File: config.mk
export PLATFORM = sky130hd
export DESIGN_NAME = imm_extend_unit
export DESIGN_NICKNAME = d
export VERILOG_FILES = /design/src/rtl/imm_extend_unit.sv
export SDC_FILE = /design/constraint.sdc
export NUM_CORES = 1
export LEC_CHECK = 0
export BUFFER_PORTS_ARGS = -buffer_cell sky130_fd_sc_hd__buf_2
export CORE_MARGIN = 3
export CORE_UTILIZATION = 63
export CTS_BUF_LIST = sky130_fd_sc_hd__clkbuf_4
export DETAILED_ROUTE_END_ITERATION = 6
export HOLD_SLACK_MARGIN = 0.05
export PLACE_DENSITY = 0.87
export SLEW_MARGIN = 10
export SYNTH_ARGS = -nofsm -noshare
export SYNTH_HDL_FRONTEND = slang
export SYNTH_SLANG_ARGS = --single-unit
File: constraint.sdc
create_clock -name clk -period 2.5 [get_ports clk]
set_clock_uncertainty 0.1 [all_clocks]
set_input_delay 0.125 -clock clk [delete_from_list [all_inputs] [get_ports clk]]
set_output_delay 0.125 -clock clk [all_outputs]
set_load 0.02 [all_outputs]
File: src/rtl/imm_extend_unit.sv
// Registered immediate extender (sign/zero/upper/branch) with valid/ready and a 2-entry skid buffer.
// Optional build macro IMM_BRANCH_TARGET_EN adds in_pc and makes mode 11 produce a full branch target.
module imm_extend_unit #(
  parameter int IN_W  = 16,
  parameter int OUT_W = 32
) (
  input  logic             clk,
  input  logic             rst_n,
  input  logic             in_valid,
  output logic             in_ready,
  input  logic [IN_W-1:0]  in_imm,
  input  logic [1:0]       in_mode,
`ifdef IMM_BRANCH_TARGET_EN
  input  logic [OUT_W-1:0] in_pc,
`endif
  output logic             out_valid,
  input  logic             out_ready,
  output logic [OUT_W-1:0] out_data,
  output logic [1:0]       out_mode
);

  typedef enum logic [1:0] {
    MODE_SEXT   = 2'b00,
    MODE_ZEXT   = 2'b01,
    MODE_UPPER  = 2'b10,
    MODE_BRANCH = 2'b11
  } immMode_e;

  logic             inXfer;
  logic             mainFree;
  logic             skidValid;
  logic             skidNext;
  logic [OUT_W-1:0] skidData;
  logic [1:0]       skidMode;
  logic [OUT_W-1:0] sext;
  logic [OUT_W-1:0] branchOff;
  logic [OUT_W-1:0] conv;

  assign inXfer   = in_valid && in_ready;
  assign mainFree = !out_valid || out_ready;
  // A beat in the skid always moves to main when it frees, so skid can only stay or fill while main is stalled.
  assign skidNext = mainFree ? 1'b0 : (skidValid || inXfer);

  always_comb begin
    sext      = {{(OUT_W-IN_W){in_imm[IN_W-1]}}, in_imm};
    branchOff = {sext[OUT_W-3:0], 2'b00};
    conv      = '0;
    unique case (immMode_e'(in_mode))
      MODE_SEXT:   conv = sext;
      MODE_ZEXT:   conv = {{(OUT_W-IN_W){1'b0}}, in_imm};
      MODE_UPPER:  conv = {in_imm, {(OUT_W-IN_W){1'b0}}};
`ifdef IMM_BRANCH_TARGET_EN
      // The pc is folded into the converted value, so the skid carries it implicitly.
      MODE_BRANCH: conv = in_pc + OUT_W'(4) + branchOff;
`else
      MODE_BRANCH: conv = branchOff;
`endif
      default:     conv = '0;
    endcase
  end

  always_ff @(posedge clk) begin
    if (!rst_n) begin
      out_valid <= 1'b0;
      out_data  <= '0;
      out_mode  <= '0;
      skidValid <= 1'b0;
      skidData  <= '0;
      skidMode  <= '0;
      in_ready  <= 1'b0;
    end else begin
      in_ready <= !skidNext;
      if (mainFree) begin
        if (skidValid) begin
          out_valid <= 1'b1;
          out_data  <= skidData;
          out_mode  <= skidMode;
          skidValid <= 1'b0;
        end else begin
          out_valid <= inXfer;
          if (inXfer) begin
            out_data <= conv;
            out_mode <= in_mode;
          end
        end
      end else if (inXfer) begin
        skidValid <= 1'b1;
        skidData  <= conv;
        skidMode  <= in_mode;
      end
    end
  end

endmodule

* After elaboration in Yosys (flattened, before gate mapping)
Index checks and enable logic that the tools add are counted.
** Word-level totals
- Register bits :: 71
** Operators by class
- Equality and inequality tests :: 3
- Muxes and demuxes :: 7
- Bitwise logic cells :: 2
- Reductions and logical operators :: 10
** Operators by type and width (count)
- 32-bit one-hot mux with 4 select lines :: 1
- 32-bit two-way mux :: 2
- 2-bit == test (second input constant) :: 2
- 2-bit two-way mux :: 2
- 2-bit AND reduction :: 2
- 2-bit by 1-bit == test with 1-bit output (second input constant) :: 1
- 1-bit zero test :: 2
- 2-bit zero test :: 1
- 1-bit logical OR :: 2
- 1-bit two-way mux :: 2
- 1-bit inverter :: 2
- 2-bit nonzero test :: 1
- 2-bit OR reduction :: 1
- 1-bit logical AND :: 1

* Longest topological paths before layout
Gate-level depths: netlist of run 1.
- Depth after elaboration :: 4
- Mapped depth :: 5
- Gate-level depth less buffers :: 3

* Least setup slack after synthesis of run 1
OpenSTA, ideal clock, no wires.
- Path kind :: register to register
- Start point :: reg in_ready
- End point :: reg out_data[22]
- Library setup time :: 0.126 ns
- Arrival time :: 1.276 ns
- Data required time :: 2.274 ns
- Setup slack :: 0.998 ns
- Stages on the path, launching flop included :: 5
- Path buffers :: 1
- Clock period less this slack :: 1.502 ns
- Path through :: dfxtp_1 > a21oi_1 > o21ai_2 > buf_4 > o32ai_2
** Between the ends
- Word-level cells in the longest chain between the ends :: 3
** Ends and longest elaborated chain
- start, declared :: RTL line 10 : output logic in_ready,
- start signal, assigned :: RTL line 72 : in_ready <= !skidNext;
- 1-bit logical AND :: RTL line 39 : assign inXfer = in_valid && in_ready;
- 2-bit nonzero test (no line)
- 2-bit AND reduction (no line)
- end signal, assigned :: RTL line 76 : out_data <= skidData;
- end signal, assigned :: RTL line 82 : out_data <= conv;
- end, declared :: RTL line 18 : output logic [OUT_W-1:0] out_data,
Every way passes these cells.
A chain may end at the register's enable or synchronous reset.

* Final worst setup path of run 1
- Start point :: in out_ready
- End point :: reg out_data[15]
** Between the ends
- Word-level cells in the longest chain between the ends :: 2
** Ends and longest elaborated chain
- start, declared :: RTL line 17 : input logic out_ready,
- 1-bit logical OR :: RTL line 40 : assign mainFree = !out_valid || out_ready;
- 2-bit AND reduction (no line)
Every way passes these cells.

==> metrics.md, run 1 <==
| Metric | Value |
|---|---|
| Diodes inserted | 0 |
| Total gr overflow | 0 |
| Critical path launch point | out_ready |
| DIE WIDTH | 81.2 um |
| Flop2flop setup slack | 0.68 ns |
| Max-slew headroom | 63.4% |
| Final nets | 470 |
| First-pass GRT wire length | 14100 um |
| Number of global-route vias before repair | 2870 |
| Mapped Nets | 412 |
| Critical Path Sink Type | flip-flop |
| Initial core utilization | 67.2% |
| RSZ-0062 raised after global routing | false |
| Setup_tns | 0 ns |
| Finished Cell Area | 4070 sq um |
| FFs w/ async S/R, synth | 0% |
| Final slew viol count | 0 |
| Most frequent cells in the layout | 71 x dfxtp_1, 57 x buf_2, 45 x a21oi_1 |
| Mux cell area share after synthesis | 6.04% |
| CTS Sinks | 71 |
| RR Startpoint | in_ready$_SDFF_PN0_ |
| Final critical-path share of the clock period | 73.3% |
| Num CTS Buffers | 9 |
| Max-cap viol count | 0 |
| Worst hold path type | primary input to flip-flop |
| Startpoint types | primary input |
| Critical path required time | 2.73 ns |
| Gpl congestion | 0.825 |
| Post-CTS setup buffer count | 0 |
| Peak supply drop | 369 uV |
| Slew @ Worst Pin | 0.548 ns |
| Number of flops mapped to enable cells by yosys | 0 |
| Clk buf depth | 2 |
| Compound-Gate Fraction of Synth Area | 31.7% |
| Remaining DRCs | 0 |
| Total track usage | 27.8% |
| I/O Buffers | 57 |
| Cell Area, Synth | 3560 sq um |
| Worst setup path end | out_data[15]$_SDFFE_PN0P_ |
| Core box area | 5300 sq um |
| Leakage | 1.55 nW |
| Register area share after synthesis | 39.9% |
| Drt via density | 6.06 |
| Final hold violations | 0 |
| Post-CTS sizing | 0 |
| Post-route ant nets | 0 |
| # hold bufs at CTS | 18 |
| Synth warn | 0 |
| Vias | 3157 |
| Seq cells post-synth | 71 |
| Reg clk slew, reported paths | 0.10 ns |
| Status | finished, final reports clean |
| Data arrival, critical path | 2.06 ns |
| Initial antenna violation count | 0 |
| 1st-pass router iterations | 5 |
| Die height | 81.2 um |
| DR WL/cell | 16.8 um |
| Post-DP HPWL | 5390 um |
| Worst reg2reg endpoint | out_data[15]$_SDFFE_PN0P_ |
| Mapped Cells | 390 |
| Layout cell share with drive strength beyond 1 | 27.1% |
| Final setup fails | 0 |
| Area post-placement | 3790 sq um |
| Ports | 58 |
| XOR/XNOR Fraction of Synth Area | 0% |
| Distinct cells, synth | 35 |
| Adder-cell area share of the yosys netlist | 0% |
| Area growth, synth to finish | 14.2% |
| Drt total wl | 8770 um |
| Worst Path Class, Setup | primary input to flip-flop |
| Clk_lat worst skew | 0.42 ns |
| Peak Freq | 0.546 GHz |
| Most common flop cell mapped by yosys | dfxtp_1 |
| Rows | 26 |
| Worst-case hold slack | 0.0766 ns |
| Die ar. | 6590 sq um |
| Syn Area/Cell | 9.14 sq um |
| DRT iter0 DRCs | 331 |
| TritonCTS clock tree | done |
| R2R depth | 3 |
| Htree depth | 3 |
| Root Buffer | clkbuf_4 |
| Crit Path Max Fanout | 28 |
| # fillers | 362 |
| Commonest non-fill, non-tap cell in the layout | dfxtp_1 |
| Power Density | 533 nW/um^2 |
| Largest net degree at the start of global routing | 50 |
| Post-synthesis simple-gate area fraction | 13.1% |
| Main combinational cell family by area after synthesis | compound AO/OA/AOI/OAI gates |
| Final worst path period need | 1.83 ns |
## cells by family (layout without fill, tap and decap cells)
family | Yosys count | count (layout)
muxes | 17 | 17
DFF | 71 | 71
and+or+nand+nor | 94 | 94
buffers and inverters | 67 | 128
AOI/OAI and AO/OA | 141 | 141
## critical path: stages
cell           delay (ns)
dlygate4sd3_1        0.53
buf_2                0.13
nand2b_1             0.36
nand3_4              0.47
o32ai_1              0.43
## metal layers
metal,global-route usage (%),vias to the layer above,part of all wire [%]
li1,-,1528,-
met3,4.88,21,6.4
met4,14.4,0,2.2
met2,42.4,121,47
met1,37.7,1487,45
met5,0,-,0
## cell usage after synthesis, types with 2 or more instances
| master | n | area (sq um) |
|---|---|---|
| nand3b_1 | 2 | 15.0 |
| a211oi_2 | 7 | 87.6 |
| buf_6 | 4 | 45.0 |
| nor2b_1 | 15 | 93.8 |
| mux2i_1 | 2 | 20.0 |
| mux2_2 | 6 | 67.6 |
| nand2_1 | 9 | 33.8 |
| o21ai_0 | 15 | 75.1 |
| nor2_1 | 43 | 161 |
| o32ai_2 | 20 | 325 |
| clkbuf_1 | 11 | 41.3 |
| nor3_1 | 15 | 75.1 |
| o32ai_1 | 8 | 70.1 |
| a211oi_1 | 41 | 308 |
| buf_2 | 14 | 70.1 |
| buf_4 | 8 | 60.1 |
| nand2b_1 | 2 | 12.5 |
| mux2_4 | 7 | 105 |
| inv_1 | 29 | 109 |
| nor3b_1 | 2 | 15.0 |
| a21oi_1 | 45 | 225 |
| dfxtp_1 | 71 | 1420 |
| mux2_1 | 2 | 22.5 |
## state kept, by name, indices dropped and copies added, names as in the netlist
register and count:
in_ready 1, out_data 32, out_mode 2, out_valid 1, skidData 32, skidMode 2, skidValid 1
## worst min path at each step
stage                              startpoint                        end  slack, ns  cells after the start
floorplan                           in_imm[0]   skidData[0]$_SDFFE_PN0P_       0.18                      2
global placement    out_data[12]$_SDFFE_PN0P_  out_data[12]$_SDFFE_PN0P_       0.34                      2
detailed placement  out_data[20]$_SDFFE_PN0P_  out_data[20]$_SDFFE_PN0P_       0.35                      2
CTS                                in_mode[0]   skidMode[0]$_SDFFE_PN0P_       0.07                      3
global route                       in_imm[14]  skidData[16]$_SDFFE_PN0P_        0.1                      4
finish                             in_mode[0]   skidMode[0]$_SDFFE_PN0P_       0.08                      3
## stage by stage
stage / total power, W / util [%] / worst slack [ns] / instances
6_report: 0.00217 / 76.7 / 0.667 / 521
2_1_floorplan: 0.00148 / - / 0.998 / 390
5_1_grt: 0.00226 / 76.7 / 0.540 / 521
4_1_cts: 0.00216 / 76.7 / 0.733 / 521
3_3_place_gp: 0.00157 / 71.5 / 0.820 / 489
3_5_place_dp: 0.00158 / 71.5 / 0.767 / 489
## power by group
group,internal [W],switching (W),total [W]
registers,0.00117,0.0000204,0.00119
logic,0.000160,0.000229,0.000389
clock network,0.000209,0.000379,0.000588
total,0.00154,0.000629,0.00217
## cell type report
type / count / area, sq um / share of cell area (%)
Clock buffer: 11 / 82.6 / 2.03
Clock inverter: 3 / 12.5 / 0.308
Inverter: 30 / 113 / 2.77
Multi-Input combinational cell: 252 / 1820 / 44.7
Sequential cell: 71 / 1420 / 34.9
Tap cell: 70 / 87.6 / 2.15
Timing Repair Buffer: 84 / 533 / 13.1
Power figures use the tool's default switching activity.
==> run 2, diff against run 1 <==
- CORE_UTILIZATION: 63 -> 53
- PLACE_DENSITY: 0.87 -> 0.78
- clock period: 2.5 -> 1.6 ns (I/O delays scaled with it)
==> metrics.md, run 2 (same netlist as run 1, synthesis figures left out) <==
| Metric | Value |
|---|---|
| Max-slew headroom | 64.8% |
| Reg clk slew, reported paths | 0.13 ns |
| Layout cell share with drive strength beyond 1 | 28.5% |
| Finished Cell Area | 4310 sq um |
| Clk_lat worst skew | 0.42 ns |
| Leakage | 1.65 nW |
| Vias | 3207 |
| Data arrival, critical path | 1.71 ns |
| 1st-pass router iterations | 5 |
| Root Buffer | clkbuf_4 |
| Gpl congestion | 0.807 |
| Post-route ant nets | 0 |
| Ports | 58 |
| Remaining DRCs | 0 |
| Initial antenna violation count | 0 |
| Final hold violations | 0 |
| Final worst path period need | 1.51 ns |
| Final setup fails | 0 |
| Post-DP HPWL | 5570 um |
| Area growth, synth to finish | 20.9% |
| Worst hold path type | primary input to flip-flop |
| Power Density | 912 nW/um^2 |
| Startpoint types | primary input |
| Status | finished, final reports clean |
| Initial core utilization | 55.5% |
| I/O Buffers | 57 |
| TritonCTS clock tree | done |
| Clk buf depth | 2 |
| Total placed cells including tap cells | 504 |
| DR WL/cell | 16.7 um |
| # fillers | 496 |
| Num CTS Buffers | 9 |
| CTS Sinks | 71 |
| Area post-placement | 3930 sq um |
| DRT iter0 DRCs | 285 |
| Die height | 88.0 um |
| First-pass GRT wire length | 14600 um |
| Largest registers | out_data x32, skidData x32 |
| Most frequent cells in the layout | 71 x dfxtp_1, 56 x buf_2, 45 x a21oi_1 |
| Critical path required time | 1.81 ns |
| Number of global-route vias before repair | 2999 |
| DIE WIDTH | 88.0 um |
| Drt total wl | 9010 um |
| Final critical-path share of the clock period | 94.1% |
| Final slew viol count | 0 |
| RSZ-0062 raised after global routing | false |
| Largest net degree at the start of global routing | 50 |
| Slew @ Worst Pin | 0.527 ns |
| Setup_tns | 0 ns |
| Peak supply drop | 482 uV |
| Htree depth | 3 |
| Commonest non-fill, non-tap cell in the layout | dfxtp_1 |
| Worst Path Class, Setup | primary input to flip-flop |
| Total track usage | 24.3% |
| Final nets | 480 |
| Critical Path Sink Type | flip-flop |
| Die ar. | 7740 sq um |
| Total gr overflow | 0 |
| Non-Filler Instances | 540 |
| Diodes inserted | 0 |
| Crit Path Max Fanout | 14 |
| Peak Freq | 0.664 GHz |
| Core box area | 6420 sq um |
| Max-cap viol count | 0 |
| Rows | 29 |
| Drt via density | 5.94 |
## run 2: where the power goes
group / total (W) / leakage, nW / switching [W] / internal, W
clock network: 0.00143 / 0.0950 / 0.000646 / 0.000781
logic: 0.000642 / 0.982 / 0.000363 / 0.000279
registers: 0.00186 / 0.577 / 0.0000317 / 0.00183
total: 0.00393 / 1.65 / 0.00104 / 0.00289
## run 2: per-layer routing
| layer | vias to the layer above | GRT usage, % | share of wire [%] |
|---|---|---|---|
| li1 | 1550 | - | - |
| met3 | 17 | 4.23 | 5.6 |
| met2 | 133 | 39.2 | 48 |
| met1 | 1507 | 32.0 | 44 |
| met5 | - | 0 | 0 |
| met4 | 0 | 10.2 | 1.9 |
## run 2: timing repair
item                                    4_1_cts  5_1_grt
setup buffers                                 0        0
endpoints found under the hold margin        37        0
resized for setup                             0        1
endpoints found under the setup margin        0        1
hold buffers                                 20        0
## run 2: critical path, stage by stage
cell and delay, ns:
dlygate4sd3_1 0.52, buf_2 0.28, buf_4 0.26, nor2b_1 0.08, a211oi_1 0.36, o32ai_2 0.12
## run 2: area by class of cell
class | instances | area [sq um] | share of cell area [%]
clock inverters | 7 | 111 | 2.59
clock buffers | 9 | 67.6 | 1.57
inverters | 30 | 113 | 2.61
flip-flops and latches | 71 | 1420 | 33.0
multi-input cells | 252 | 1820 | 42.2
repair buffers | 94 | 678 | 15.7
well taps | 77 | 96.3 | 2.24
## run 2: path summary, 6_finish.rpt
kind                             startpoint                        end  slack (ns)  cells past startpoint
setup / recovery                 in_mode[1]   out_data[3]$_SDFFE_PN0P_        0.09                      6
hold / removal                        rst_n  skidData[29]$_SDFFE_PN0P_        0.08                      4
setup reg to reg     out_valid$_SDFFE_PN0P_  out_data[18]$_SDFFE_PN0P_        0.16                      4
hold reg to reg   out_data[18]$_SDFFE_PN0P_  out_data[18]$_SDFFE_PN0P_        0.37                      2
## run 2: stage by stage
step | utilization, % | power [W] | setup WS (ns) | hold WS [ns]
after CTS | 67.0 | 0.00394 | 0.102 | 0.0612
after global placement | 61.1 | 0.00248 | 0.0702 | 0.301
after detailed placement | 61.1 | 0.00249 | 0.0625 | 0.322
final | 67.1 | 0.00393 | 0.0940 | 0.0793
after floorplan | - | 0.00232 | 0.0981 | 0.139
after global routing | 67.1 | 0.00408 | 0.0368 | 0.0621
==> run 3, diff against run 2 <==
- clock period: 1.6 -> 1.3 ns (I/O delays scaled with it)
==> metrics.md, run 3 (same netlist as run 1, synthesis figures left out) <==
| Metric | Value |
|---|---|
| R2R depth | 4 |
| # fillers | 420 |
| Gpl congestion | 0.834 |
| Uppermost layer routed | met4 |
| Final worst path period need | 1.40 ns |
| Total track usage | 26.2% |
| Rows | 29 |
| Final nets | 497 |
| Worst-case hold slack | 0.0769 ns |
| Post-CTS setup buffer count | 0 |
| Htree depth | 3 |
| Final core occ | 74.9% |
| Core box area | 6420 sq um |
| Diodes inserted | 0 |
| Leakage | 1.82 nW |
| Number of global-route vias before repair | 3152 |
| I/O Buffers | 57 |
| Crit Path Max Fanout | 24 |
| Largest net degree at the start of global routing | 50 |
| Worst hold path stage count | 4 |
| Clk buf depth | 2 |
| Max-slew headroom | 68.2% |
| RSZ-0062 raised after global routing | true |
| Worst hold path type | primary input to flip-flop |
| Largest registers | out_data x32, skidData x32 |
| Final slew viol count | 0 |
| Die ar. | 7740 sq um |
| Root Buffer | clkbuf_4 |
| Metal1 wirelength | 4580 um |
| Area growth, synth to finish | 35.1% |
| Drt via density | 6.22 |
| Seq. cell area | 1430 sq um |
| Failing checks | negative setup slack |
| Met3 WL | 619 um |
| 1st-pass router iterations | 5 |
| Drt total wl | 10900 um |
| CTS Sinks | 71 |
| Area post-placement | 4140 sq um |
| Setup slack at placement | -0.226 ns |
| Layout cell share with drive strength beyond 1 | 41.0% |
| Setup WS post-layout | -0.0982 ns |
| Vias | 3462 |
| Critical Path Sink Type | flip-flop |
| Reg clk slew, reported paths | 0.13 ns |
| Most frequent cells in the layout | 68 x dfxtp_1, 57 x buf_2, 40 x a21oi_1 |
| Post-route ant nets | 0 |
| Clk_lat worst skew | 0.44 ns |
| Power Density | 1040 nW/um^2 |
| Finished Cell Area | 4810 sq um |
| Met2 WL post-DR | 5290 um |
| Ports | 58 |
| Area of the multi-input gates | 2050 sq um |
| Final critical-path share of the clock period | 108% |
| Peak supply drop | 549 uV |
| Initial core utilization | 55.5% |
| Num CTS Buffers | 9 |
| Peak Freq | 0.715 GHz |
| Commonest non-fill, non-tap cell in the layout | dfxtp_1 |
| Overall power | 0.00501 W |
| Final setup fails | 56 |
| Slew @ Worst Pin | 0.476 ns |
| Final hold violations | 0 |
| Post-DP HPWL | 6350 um |
| First-pass GRT wire length | 15600 um |
| DIE WIDTH | 88.0 um |
| Total gr overflow | 0 |
| Initial antenna violation count | 0 |
| Startpoint types | flip-flop |
| Max-cap viol count | 0 |
| Worst Path Class, Setup | flip-flop to flip-flop |
| DRT iter0 DRCs | 333 |
| Die height | 88.0 um |
| DR WL/cell | 19.5 um |
| Status | finished with violations |
| Data arrival, critical path | 1.66 ns |
| Critical path required time | 1.57 ns |
| Remaining DRCs | 0 |
| TritonCTS clock tree | done |
## run 3: changes by cell type in the layout (fill, tap and decap cells not counted), sizes merged
cell and change:
buf +14, clkbuf +3, clkinv -2, clkinvlp +2, dlygate4sd3 +1, inv -1
## run 3: repair_timing
action | CTS | global route
hold buffers | 21 | 0
resized for setup | 15 | 43
pin swaps | 0 | 6
endpoints found under the setup margin | 40 | 64
cloned | 0 | 3
endpoints found under the hold margin | 43 | 0
## run 3: where the power goes
| part | leakage, nW | total [W] | internal [W] | switching [W] |
|---|---|---|---|---|
| clock | 0.0942 | 0.00180 | 0.000992 | 0.000807 |
| combinational | 1.15 | 0.000919 | 0.000406 | 0.000512 |
| sequential | 0.578 | 0.00229 | 0.00225 | 0.0000429 |
| total | 1.82 | 0.00501 | 0.00364 | 0.00136 |
## run 3: through the flow
step                      cells  setup TNS (ns)
after global placement      517           -2.86
after CTS                   554          -0.495
after detailed placement    517           -3.90
after floorplan             390          -0.369
after global routing        557           -4.28
final                       557           -1.91
## run 3: worst max-delay path, stage by stage (launching register included)
cell and delay [ns]:
dfxtp_4 0.39, and4b_4 0.35, clkbuf_16 0.24, nor2_1 0.07
nor3_1 0.17
## run 3: path summary, 6_finish.rpt
| kind | end | start | slack (ns) |
|---|---|---|---|
| worst max-delay path | skidData[2]$_SDFFE_PN0P_ | out_valid$_SDFFE_PN0P_ | -0.1 |
| worst min-delay path | skidMode[1]$_SDFFE_PN0P_ | in_mode[1] | 0.08 |
| worst max register to register | skidData[2]$_SDFFE_PN0P_ | out_valid$_SDFFE_PN0P_ | -0.1 |
| worst min register to register | out_data[31]$_SDFFE_PN0P_ | skidData[31]$_SDFFE_PN0P_ | 0.37 |
## run 3: final cells by class
type / instances / share of cell area [%]
clock buffer: 10 / 1.56
clock inverter: 6 / 2.29
inverter: 30 / 2.42
multi-input combinational: 252 / 42.6
sequential: 71 / 29.8
tap: 77 / 2.00
timing repair buffer: 111 / 19.4
## run 3: metal layers
layer	vias to the layer above	global-route usage (%)
met4	0	11.9
met1	1684	34.7
met2	158	42.5
li1	1588	-
met5	-	0
met3	32	3.57
